$ cat src/rtl/ranger_pkg.sv
// Shared types and constants for the ultrasonic echo ranger.
// Holds the measurement FSM state type, the distance/echo widths, the
// "no valid reading" distance code and the us-to-mm conversion helper.
package ranger_pkg;

   typedef enum logic [2:0] {
      IDLE,
      TRIG,
      WAIT_RISE,
      MEASURE,
      CONVERT
   } ranger_state_t;

   localparam int unsigned         DIST_W   = 13;
   localparam logic [DIST_W-1:0]   DIST_SAT = 13'h1FFF;
   localparam int unsigned         ECHO_W   = 15;

   // Echo width in us times the Q0.16 factor gives mm in bits [28:16].
   // A 13-bit slice of the 29-bit product tops out at 8191, which is the
   // saturation value, so no separate clamp is needed.
   function automatic logic [DIST_W-1:0] us_to_mm(input logic [ECHO_W-1:0] us,
                                                 input logic [13:0]       scale);
      logic [28:0] prod;
      prod = 29'(us) * 29'(scale);
      return prod[28:16];
   endfunction

endpackage

$ cat src/rtl/echo_sync.sv
// Echo input conditioner.
// Two-flop synchronizer for the asynchronous echo line followed by a
// registered edge detector. Rise and fall pulses share the same latency, so
// the distance between them equals the true echo width in clock cycles.
// Ports:
//   clk_i   - system clock
//   reset_i - asynchronous active-high reset
//   echo_i  - raw sensor echo
//   rise_o  - one-cycle pulse on a synchronized rising edge
//   fall_o  - one-cycle pulse on a synchronized falling edge
module echo_sync (
   input  logic clk_i,
   input  logic reset_i,
   input  logic echo_i,
   output logic rise_o,
   output logic fall_o
);

   logic s1_q, s2_q, s3_q;
   logic rise_q, fall_q;

   always_ff @(posedge clk_i or posedge reset_i) begin
      if (reset_i) begin
         s1_q   <= 1'b0;
         s2_q   <= 1'b0;
         s3_q   <= 1'b0;
         rise_q <= 1'b0;
         fall_q <= 1'b0;
      end else begin
         s1_q   <= echo_i;
         s2_q   <= s1_q;
         s3_q   <= s2_q;
         rise_q <= s2_q & ~s3_q;
         fall_q <= ~s2_q & s3_q;
      end
   end

   assign rise_o = rise_q;
   assign fall_o = fall_q;

endmodule

$ cat src/rtl/echo_ranger.sv
// Ultrasonic ranging sensor driver.
// Fires a periodic trigger pulse, times the returned echo in microseconds
// and converts it to a 13-bit millimetre distance. The distance word is held
// between updates; valid_o strobes with each new reading and timeout_o
// strobes (with distance forced to 8191) when no usable echo arrives.
// Ports:
//   clk_i      - system clock, CLK_MHZ cycles per microsecond
//   reset_i    - asynchronous active-high reset
//   enable_i   - run periodic measurements while high
//   echo_i     - sensor echo, asynchronous to clk_i
//   trig_o     - sensor trigger pulse
//   distance_o - last measured distance in mm
//   valid_o    - one-cycle strobe when distance_o updates
//   timeout_o  - one-cycle strobe when a measurement timed out
//   busy_o     - high from trigger start until the measurement ends
module echo_ranger
   import ranger_pkg::*;
#(
   parameter int unsigned CLK_MHZ    = 50,
   parameter int unsigned TRIG_US    = 10,
   parameter int unsigned PERIOD_US  = 60000,
   parameter int unsigned TIMEOUT_US = 24000,
   parameter int unsigned SCALE      = 11239
) (
   input  logic              clk_i,
   input  logic              reset_i,
   input  logic              enable_i,
   input  logic              echo_i,
   output logic              trig_o,
   output logic [DIST_W-1:0] distance_o,
   output logic              valid_o,
   output logic              timeout_o,
   output logic              busy_o
);

   localparam int unsigned PreW  = $clog2(CLK_MHZ);
   localparam int unsigned PerW  = $clog2(PERIOD_US);
   localparam int unsigned TrigW = $clog2(TRIG_US * CLK_MHZ);

   localparam logic [PreW-1:0]   PreMax  = PreW'(CLK_MHZ - 1);
   localparam logic [PerW-1:0]   PerMax  = PerW'(PERIOD_US - 1);
   localparam logic [TrigW-1:0]  TrigMax = TrigW'(TRIG_US * CLK_MHZ - 1);
   localparam logic [ECHO_W-1:0] ToUs    = ECHO_W'(TIMEOUT_US);
   localparam logic [13:0]       ScaleQ  = 14'(SCALE);

   ranger_state_t     state_q, state_d;
   logic [PreW-1:0]   per_pre_q, per_pre_d;
   logic [PerW-1:0]   per_cnt_q, per_cnt_d;
   logic [TrigW-1:0]  trig_cnt_q, trig_cnt_d;
   logic [PreW-1:0]   meas_pre_q, meas_pre_d;
   logic [ECHO_W-1:0] us_q, us_d;
   logic [DIST_W-1:0] distance_q, distance_d;
   logic              valid_q, valid_d;
   logic              timeout_q, timeout_d;

   logic echo_rise, echo_fall;
   logic per_tick, meas_tick;

   echo_sync u_echo_sync (
      .clk_i   (clk_i),
      .reset_i (reset_i),
      .echo_i  (echo_i),
      .rise_o  (echo_rise),
      .fall_o  (echo_fall)
   );

   always_ff @(posedge clk_i or posedge reset_i) begin
      if (reset_i) begin
         state_q    <= IDLE;
         per_pre_q  <= '0;
         per_cnt_q  <= '0;
         trig_cnt_q <= '0;
         meas_pre_q <= '0;
         us_q       <= '0;
         distance_q <= DIST_SAT;
         valid_q    <= 1'b0;
         timeout_q  <= 1'b0;
      end else begin
         state_q    <= state_d;
         per_pre_q  <= per_pre_d;
         per_cnt_q  <= per_cnt_d;
         trig_cnt_q <= trig_cnt_d;
         meas_pre_q <= meas_pre_d;
         us_q       <= us_d;
         distance_q <= distance_d;
         valid_q    <= valid_d;
         timeout_q  <= timeout_d;
      end
   end

   assign per_tick  = enable_i && (per_pre_q == PreMax);
   assign meas_tick = (meas_pre_q == PreMax);

   always_comb begin
      state_d    = state_q;
      per_pre_d  = per_pre_q;
      per_cnt_d  = per_cnt_q;
      trig_cnt_d = trig_cnt_q;
      meas_pre_d = meas_pre_q;
      us_d       = us_q;
      distance_d = distance_q;
      valid_d    = 1'b0;
      timeout_d  = 1'b0;

      // Period timebase free-runs only while enabled, so the first trigger
      // lands a full period after enable rises.
      if (!enable_i) begin
         per_pre_d = '0;
         per_cnt_d = '0;
      end else if (per_tick) begin
         per_pre_d = '0;
         per_cnt_d = (per_cnt_q == PerMax) ? '0 : per_cnt_q + 1'b1;
      end else begin
         per_pre_d = per_pre_q + 1'b1;
      end

      unique case (state_q)
         IDLE: begin
            if (per_tick && (per_cnt_q == PerMax)) begin
               state_d    = TRIG;
               trig_cnt_d = '0;
            end
         end
         TRIG: begin
            // Measure timebase starts from zero when WAIT_RISE is entered.
            meas_pre_d = '0;
            us_d       = '0;
            if (trig_cnt_q == TrigMax) begin
               state_d = WAIT_RISE;
            end else begin
               trig_cnt_d = trig_cnt_q + 1'b1;
            end
         end
         WAIT_RISE: begin
            if (us_q == ToUs) begin
               state_d    = IDLE;
               timeout_d  = 1'b1;
               distance_d = DIST_SAT;
            end else if (echo_rise) begin
               state_d    = MEASURE;
               meas_pre_d = '0;
               us_d       = '0;
            end else begin
               meas_pre_d = meas_tick ? '0 : meas_pre_q + 1'b1;
               us_d       = meas_tick ? us_q + 1'b1 : us_q;
            end
         end
         MEASURE: begin
            if (us_q == ToUs) begin
               state_d    = IDLE;
               timeout_d  = 1'b1;
               distance_d = DIST_SAT;
            end else begin
               // The fall cycle still counts so the width spans rise..fall.
               meas_pre_d = meas_tick ? '0 : meas_pre_q + 1'b1;
               us_d       = meas_tick ? us_q + 1'b1 : us_q;
               if (echo_fall) begin
                  state_d = CONVERT;
               end
            end
         end
         CONVERT: begin
            distance_d = us_to_mm(us_q, ScaleQ);
            valid_d    = 1'b1;
            state_d    = IDLE;
         end
         default: state_d = IDLE;
      endcase
   end

   assign trig_o     = (state_q == TRIG);
   assign busy_o     = (state_q != IDLE);
   assign distance_o = distance_q;
   assign valid_o    = valid_q;
   assign timeout_o  = timeout_q;

endmodule

$ cat config.mk
export PLATFORM = sky130hd
export DESIGN_NAME = echo_ranger
export DESIGN_NICKNAME = d
export VERILOG_FILES = /design/src/rtl/ranger_pkg.sv /design/src/rtl/echo_sync.sv /design/src/rtl/echo_ranger.sv
export SDC_FILE = /design/constraint.sdc
export NUM_CORES = 1
export LEC_CHECK = 0
export CORE_ASPECT_RATIO = 1.1
export CORE_MARGIN = 5
export CORE_UTILIZATION = 50
export DETAILED_ROUTE_END_ITERATION = 16
export GPL_TIMING_DRIVEN = 0
export PLACE_DENSITY = 0.8
export SLEW_MARGIN = 20
export SYNTH_ARGS = -nofsm -noshare
export SYNTH_HDL_FRONTEND = slang
export SYNTH_SLANG_ARGS = --single-unit
$ cat constraint.sdc
create_clock -name clk_i -period 5.1 [get_ports clk_i]
set_input_delay 1.53 -clock clk_i [delete_from_list [all_inputs] [get_ports clk_i]]
set_output_delay 1.53 -clock clk_i [all_outputs]
set_load 0.005 [all_outputs]
**After elaboration in Yosys (flattened, before gate mapping)**

Cells that the tools add are included.

- Register bits after elaboration: 75
- Input bits: 4

- Add/sub/neg operators: 5
- Bitwise gates (word level): 4
- Multipliers: 1
- Mux-type cells: 30
- Reduce and logical (&&, ||, !) cells: 12
- Eq/ne operators: 18

Operators by type and width:

| kind | count |
|---|---|
| 15-bit two-way mux | 4 |
| 16-bit two-way mux | 3 |
| 15-bit case mux with 3 select lines | 1 |
| 6-bit two-way mux | 6 |
| 15-bit by 14-bit multiplier with 29-bit output, second input constant | 1 |
| 13-bit case mux with 2 select lines | 1 |
| 3-bit two-way mux | 6 |
| 9-bit two-way mux | 2 |
| 6-bit case mux with 3 select lines | 1 |
| 9-bit case mux with 2 select lines | 1 |
| 16-bit by 1-bit adder with 16-bit output, second input constant | 1 |
| 16-bit == test, second input constant | 1 |
| 15-bit by 1-bit adder with 15-bit output, second input constant | 1 |
| 15-bit == test, second input constant | 1 |
| 13-bit two-way mux | 1 |
| 6-bit by 1-bit adder with 6-bit output, second input constant | 2 |
| 6-bit == test, second input constant | 2 |
| 3-bit case mux with 4 select lines | 1 |
| 9-bit by 1-bit adder with 9-bit output, second input constant | 1 |
| 9-bit == test, second input constant | 1 |
| 2-bit inequality test, second input constant | 4 |
| 3-bit by 2-bit == test with 1-bit output, second input constant | 2 |
| 2-bit by 1-bit inequality test with 1-bit output, second input constant | 3 |
| 3-bit by 2-bit inequality test with 1-bit output, second input constant | 2 |
| 13 further kinds | 21 |

**Logic depth before layout (Yosys ltp)**

- Word-level depth: 5
- Depth in mapped cells: 20
- Gate-level depth less buffers: 20

**Modules after synthesis**

Synthesis repeated with hierarchy kept, for this count alone.

- Cells, all modules: 879
- Area, all modules: 8267.9 um^2

By module, submodules not included:

| module | area an instance (um^2) | seq. area each (um^2) | cells each | times used |
|---|---|---|---|---|
| echo_ranger | 8124.0 | 1767.9 | 871 | 1 |
| echo_sync | 143.9 | 125.1 | 8 | 1 |

**Least setup slack after synthesis**

No wires, ideal clock.

- Kind: register to register
- Start: reg us_q[7]
- End: reg distance_q[10] (netlist: distance_o[10])
- Cell stages (with the launch flop): 18
- Slack: -237 ps
- Arrival: 5247 ps
- Path through: dfrtp_1 -> fa_1 -> inv_1 -> fa_1 -> inv_1 -> fa_1 -> fa_1 -> fa_1 -> inv_1 -> fa_1 -> inv_1 -> ha_1 -> and4_1 -> nand2_1 -> o311a_4 -> o31ai_4 -> nor3_1 -> nor4_2

- Cells in the longest elaborated chain, start to end: 3

Ends and longest elaborated chain:

| item | RTL line | RTL |
|---|---|---|
| start, declared | echo_ranger.sv:51 | `logic [ECHO_W-1:0] us_q, us_d;` |
| start signal, assigned | echo_ranger.sv:84 | `us_q <= us_d;` |
| branches (longest 3 deep; another with 15-bit by 14-bit multiplier with 29-bit output) | n/a |  |
| end signal, assigned | echo_ranger.sv:85 | `distance_q <= distance_d;` |
| end, declared | echo_ranger.sv:52 | `logic [DIST_W-1:0] distance_q, distance_d;` |

Several ways; the timed one is not identified.
A chain may end at the register's enable or synchronous reset.

**Worst setup path after layout**

- Start: reg us_q[8]
- End: reg distance_q[10] (netlist: distance_o[10])

Same word-level chain as after synthesis.

==> run summary <==
FINISH
----------------------------------------------------------------------------------------
Cell area after layout .................................................... 0.009902 mm²
Layout Nets ...............................................................         1176
Antenna fix cells .........................................................            0
Multi-input combinational cell area ....................................... 0.005992 mm²
Share of final-layout standard cells stronger than drive strength 1 .......       16.70%
Synthesis-to-layout area growth ...........................................       17.66%
Filler instances ..........................................................         1273
Storage element area ...................................................... 0.001908 mm²

ROUTE
----------------------------------------------------------------------------------------
Remaining design rule violation count .....................................            0
Initial drt markers .......................................................          391
Drt pass-1 iters ..........................................................            5
Final WL ..................................................................     20.61 mm
DRT antenna net count .....................................................            0
Routed wirelength normalized by instance count ............................     17.64 µm
Routed vias ...............................................................         6670
Routed vias/inst ..........................................................        5.711

PLACE
----------------------------------------------------------------------------------------
Placer congestion estimate ................................................       0.8695
Total half-perimeter wirelength after legalization and detailed placement .     14.31 mm
Number of port buffers ....................................................           20
Placed Area ............................................................... 0.008919 mm²

YOSYS
----------------------------------------------------------------------------------------
Mapped Area ............................................................... 0.008416 mm²
Share of synthesized registers carrying an async set or reset .............       100.0%
Synth Area per Inst .......................................................    9.520 µm²
Synthesized instance count ................................................          884
Portion of the post-synthesis area used by sequential elements ............       22.49%
Count of cell types in the netlist ........................................           74
Number of flip-flops and latches in the synthesized netlist ...............           75
Synthesized Nets ..........................................................         1101
Yosys warning count .......................................................            0
Number of enable-type register cells in the synthesized netlist ...........            0
Dominant synthesized flop cell ............................................ sky130_fd_sc_hd__dfrtp_1

CLOCK NETWORK
----------------------------------------------------------------------------------------
H-Tree Depth ..............................................................            3
TritonCTS buffer count ....................................................            9
Clock tree from TritonCTS .................................................        built
Clock network latency to the later pin of the worst-skew pair .............      0.34 ns
Maximum root-to-sink buffer count .........................................            2
TritonCTS sink count ......................................................           75
Clk Tree Root Cell ........................................................ sky130_fd_sc_hd__clkbuf_16
Count of hold-fix buffers inserted at cts .................................            0
Clock transition at the registers of the reported paths ...................      0.06 ns

STA
----------------------------------------------------------------------------------------
Transition time at the pin with the least slew margin .....................     1.095 ns
Final setup skew ..........................................................  0.008346 ns
Worst path setup slack after routing ......................................   -0.3805 ns
Fin. Hold Viols ...........................................................            0
Setup repair after global routing missed its margin .......................          yes
Final period utilization ..................................................       107.5%
Shortest period the worst path allows .....................................     5.480 ns
Post-route worst hold slack ...............................................    0.3484 ns
Final setup viols .........................................................           11
Total count of max-transition violations in the final report ..............            0
Peak Freq .................................................................    182.5 MHz
Normalized max-slew margin ................................................       26.78%

DIE
----------------------------------------------------------------------------------------
Row Count .................................................................           49
Width of the die ..........................................................     133.7 µm
Core Area .................................................................  0.01643 mm²
Top-Level Pins ............................................................           21
Die H .....................................................................     146.1 µm
Die outline area ..........................................................  0.01953 mm²
Initial core utilization ..................................................       51.22%

WORST SETUP PATH
----------------------------------------------------------------------------------------
CP Data Required Time .....................................................      5.35 ns
Worst reg-to-reg path cell count ..........................................           18
CP endpoint kind ..........................................................     register
Arrival time worst endpoint ...............................................      5.73 ns
CP max FO .................................................................            6
Critical setup path kind .................................................. register to register
Kind of start point of the critical path ..................................     register

GLOBAL ROUTE
----------------------------------------------------------------------------------------
Antenna violations before repair ..........................................            0
Vias in the first global route ............................................         6819
Remaining Overflow, GRT ...................................................            0
Pin count of the biggest net entering global routing ......................           54
Wire length of the first global-routing pass ..............................     33.03 mm
Total routing usage reported by global routing ............................       21.04%

PWR
----------------------------------------------------------------------------------------
Leakage power .............................................................     5.244 nW
Power density relative to cell area ....................................... 135.8 mW/mm²
Maximum vdd drop ..........................................................    0.1289 mV

JOB
----------------------------------------------------------------------------------------
Max-capacitance violation count ...........................................            0

WORST HOLD PATH
----------------------------------------------------------------------------------------
Path type of the worst min-delay path ..................................... register to register
Depth of the worst hold-timing path .......................................            0

OUTCOME
----------------------------------------------------------------------------------------
Outcome ................................................................... complete, but fails checks
Failing checks ............................................................ negative setup slack

## registers in the layout (all words and copies together) (netlist names)
signal / cells
trig_cnt_q: 9
state_q: 3
u_echo_sync.s1_q: 1
u_echo_sync.rise_o: 1
meas_pre_q: 6
us_q: 15
valid_o: 1
u_echo_sync.s3_q: 1
u_echo_sync.fall_o: 1
timeout_o: 1
per_cnt_q: 16
per_pre_q: 6
distance_o: 13
u_echo_sync.s2_q: 1
## path summary, 6_finish.rpt
path	startpoint	to	slack [ns]
max in group asynchronous	reset_i	us_q[7]	3.01
worst max register to register	us_q[8]	distance_o[10]	-0.38
min in group asynchronous	reset_i	per_cnt_q[13]	1.51
worst min-delay path	u_echo_sync.s1_q	u_echo_sync.s2_q	0.35
worst max-delay path	us_q[8]	distance_o[10]	-0.38
worst min register to register	u_echo_sync.s1_q	u_echo_sync.s2_q	0.35
## routing by layer
metal / share of wire [%] / global-route usage (%) / vias up / routed length [µm]
met4: 3.3 / 7.767 / 0 / 678
met2: 53 / 36.94 / 241 / 10830
li1: - / - / 3066 / -
met5: 0 / 0 / - / 0
met3: 5.8 / 3.166 / 61 / 1190
met1: 38 / 26.29 / 3302 / 7912
## worst max-delay path: stages (launching register included)
cell and delay (ns):
sky130_fd_sc_hd__dfrtp_2 0.49, sky130_fd_sc_hd__fa_1 0.57, sky130_fd_sc_hd__inv_2 0.05, sky130_fd_sc_hd__fa_1 0.49
sky130_fd_sc_hd__inv_1 0.05, sky130_fd_sc_hd__fa_1 0.53, sky130_fd_sc_hd__fa_1 0.44, sky130_fd_sc_hd__fa_1 0.51
sky130_fd_sc_hd__inv_1 0.06, sky130_fd_sc_hd__fa_2 0.54, sky130_fd_sc_hd__inv_2 0.05, sky130_fd_sc_hd__ha_4 0.30
sky130_fd_sc_hd__nand2_1 0.06, sky130_fd_sc_hd__o21ai_1 0.29, sky130_fd_sc_hd__nand3_1 0.16, sky130_fd_sc_hd__o311a_4 0.19
sky130_fd_sc_hd__o31ai_4 0.27, sky130_fd_sc_hd__nor3_2 0.10, sky130_fd_sc_hd__nor4_2 0.25
## through the flow
| step | instances | TNS (ns) | util [%] | total power, mW | setup slack [ns] |
|---|---|---|---|---|---|
| after floorplan | 884 | -0.06814 | - | 0.6283 | -0.06814 |
| after global placement | 1108 | -4.697 | 54.10 | 0.6369 | -0.6876 |
| after detailed placement | 1109 | -5.406 | 54.28 | 0.6408 | -0.7333 |
| after CTS | 1146 | -1.726 | 58.06 | 1.357 | -0.2909 |
| after global routing | 1168 | -4.934 | 60.27 | 1.391 | -0.5159 |
| final | 1168 | -2.979 | 60.27 | 1.345 | -0.3805 |
## final cells by class
type | count | share of cell area [%]
Buffer | 20 | 1.504
Tap cell | 204 | 2.578
Inverter | 184 | 7.000
Timing Repair Buffer | 65 | 5.825
Clock buffer | 11 | 2.451
Clock inverter | 5 | 0.8592
Sequential cell | 75 | 19.27
Multi-Input combinational cell | 604 | 60.51
## placed cells by master (no fill, tap or decap), types with 10 or more instances in the layout
master and n:
sky130_fd_sc_hd__xor2_1 19, sky130_fd_sc_hd__dfrtp_1 50, sky130_fd_sc_hd__dfrtp_2 12, sky130_fd_sc_hd__inv_1 177, sky130_fd_sc_hd__dfstp_2 13, sky130_fd_sc_hd__clkdlybuf4s50_1 20
sky130_fd_sc_hd__ha_1 110, sky130_fd_sc_hd__nor2_1 47, sky130_fd_sc_hd__nand4_1 20, sky130_fd_sc_hd__fa_1 91, sky130_fd_sc_hd__clkbuf_1 10, sky130_fd_sc_hd__nand3_1 24
sky130_fd_sc_hd__nand2_1 52, sky130_fd_sc_hd__buf_4 42, sky130_fd_sc_hd__o21ai_0 50, sky130_fd_sc_hd__a21oi_1 31
## Yosys cell counts (all sizes together) (2+ instances only)
cell type / number / area [µm²]
inv: 184 / 690.7
ha: 120 / 1501
fa: 93 / 1862
dfrtp: 62 / 1551
o21ai: 60 / 300.3
nand2: 57 / 214.0
nor2: 48 / 182.7
a21oi: 43 / 226.5
nand3: 27 / 140.1
nand4: 20 / 125.1
xor2: 19 / 166.4
dfstp: 13 / 341.6
clkbuf: 12 / 75.07
xnor2: 10 / 87.58
and4: 9 / 78.83
nor2b: 9 / 56.30
o31ai: 9 / 86.33
and3: 8 / 51.30
nor3: 8 / 45.04
buf: 7 / 62.55
a21o: 6 / 45.04
a31oi: 6 / 37.54
or3: 5 / 36.28
and2: 4 / 25.02
o211ai: 3 / 22.52
o21a: 3 / 22.52
o22ai: 3 / 18.77
a211oi: 2 / 25.02
a21boi: 2 / 18.77
clkdlybuf4s15: 2 / 21.27
mux2i: 2 / 20.02
nor3b: 2 / 15.01
nor4: 2 / 18.77
nor4bb: 2 / 20.02
o41ai: 2 / 25.03
## logic make-up after synthesis
logic type               synth area share, %
AND/OR/NAND/NOR                        12.86
flip-flops                             22.49
adder cells (fa/ha/maj)                39.96
AO/OA/AOI/OAI                          11.33
buffers and inverters                  10.09
XOR/XNOR                               3.018
multiplexers                          0.2379
## power breakdown
part           internal (mW)  total (mW)  switching [mW]
Combinational        0.00830      0.0272          0.0189
Clock                  0.445       0.716           0.271
Sequential             0.599       0.602         0.00279
Total                   1.05        1.35           0.292
## what timing repair did
item,CTS,global route
endpoints found under the setup margin,13,13
resized for setup,34,44
pin swaps,40,24
setup buffers,21,23
Power figures use the tool's default switching activity.
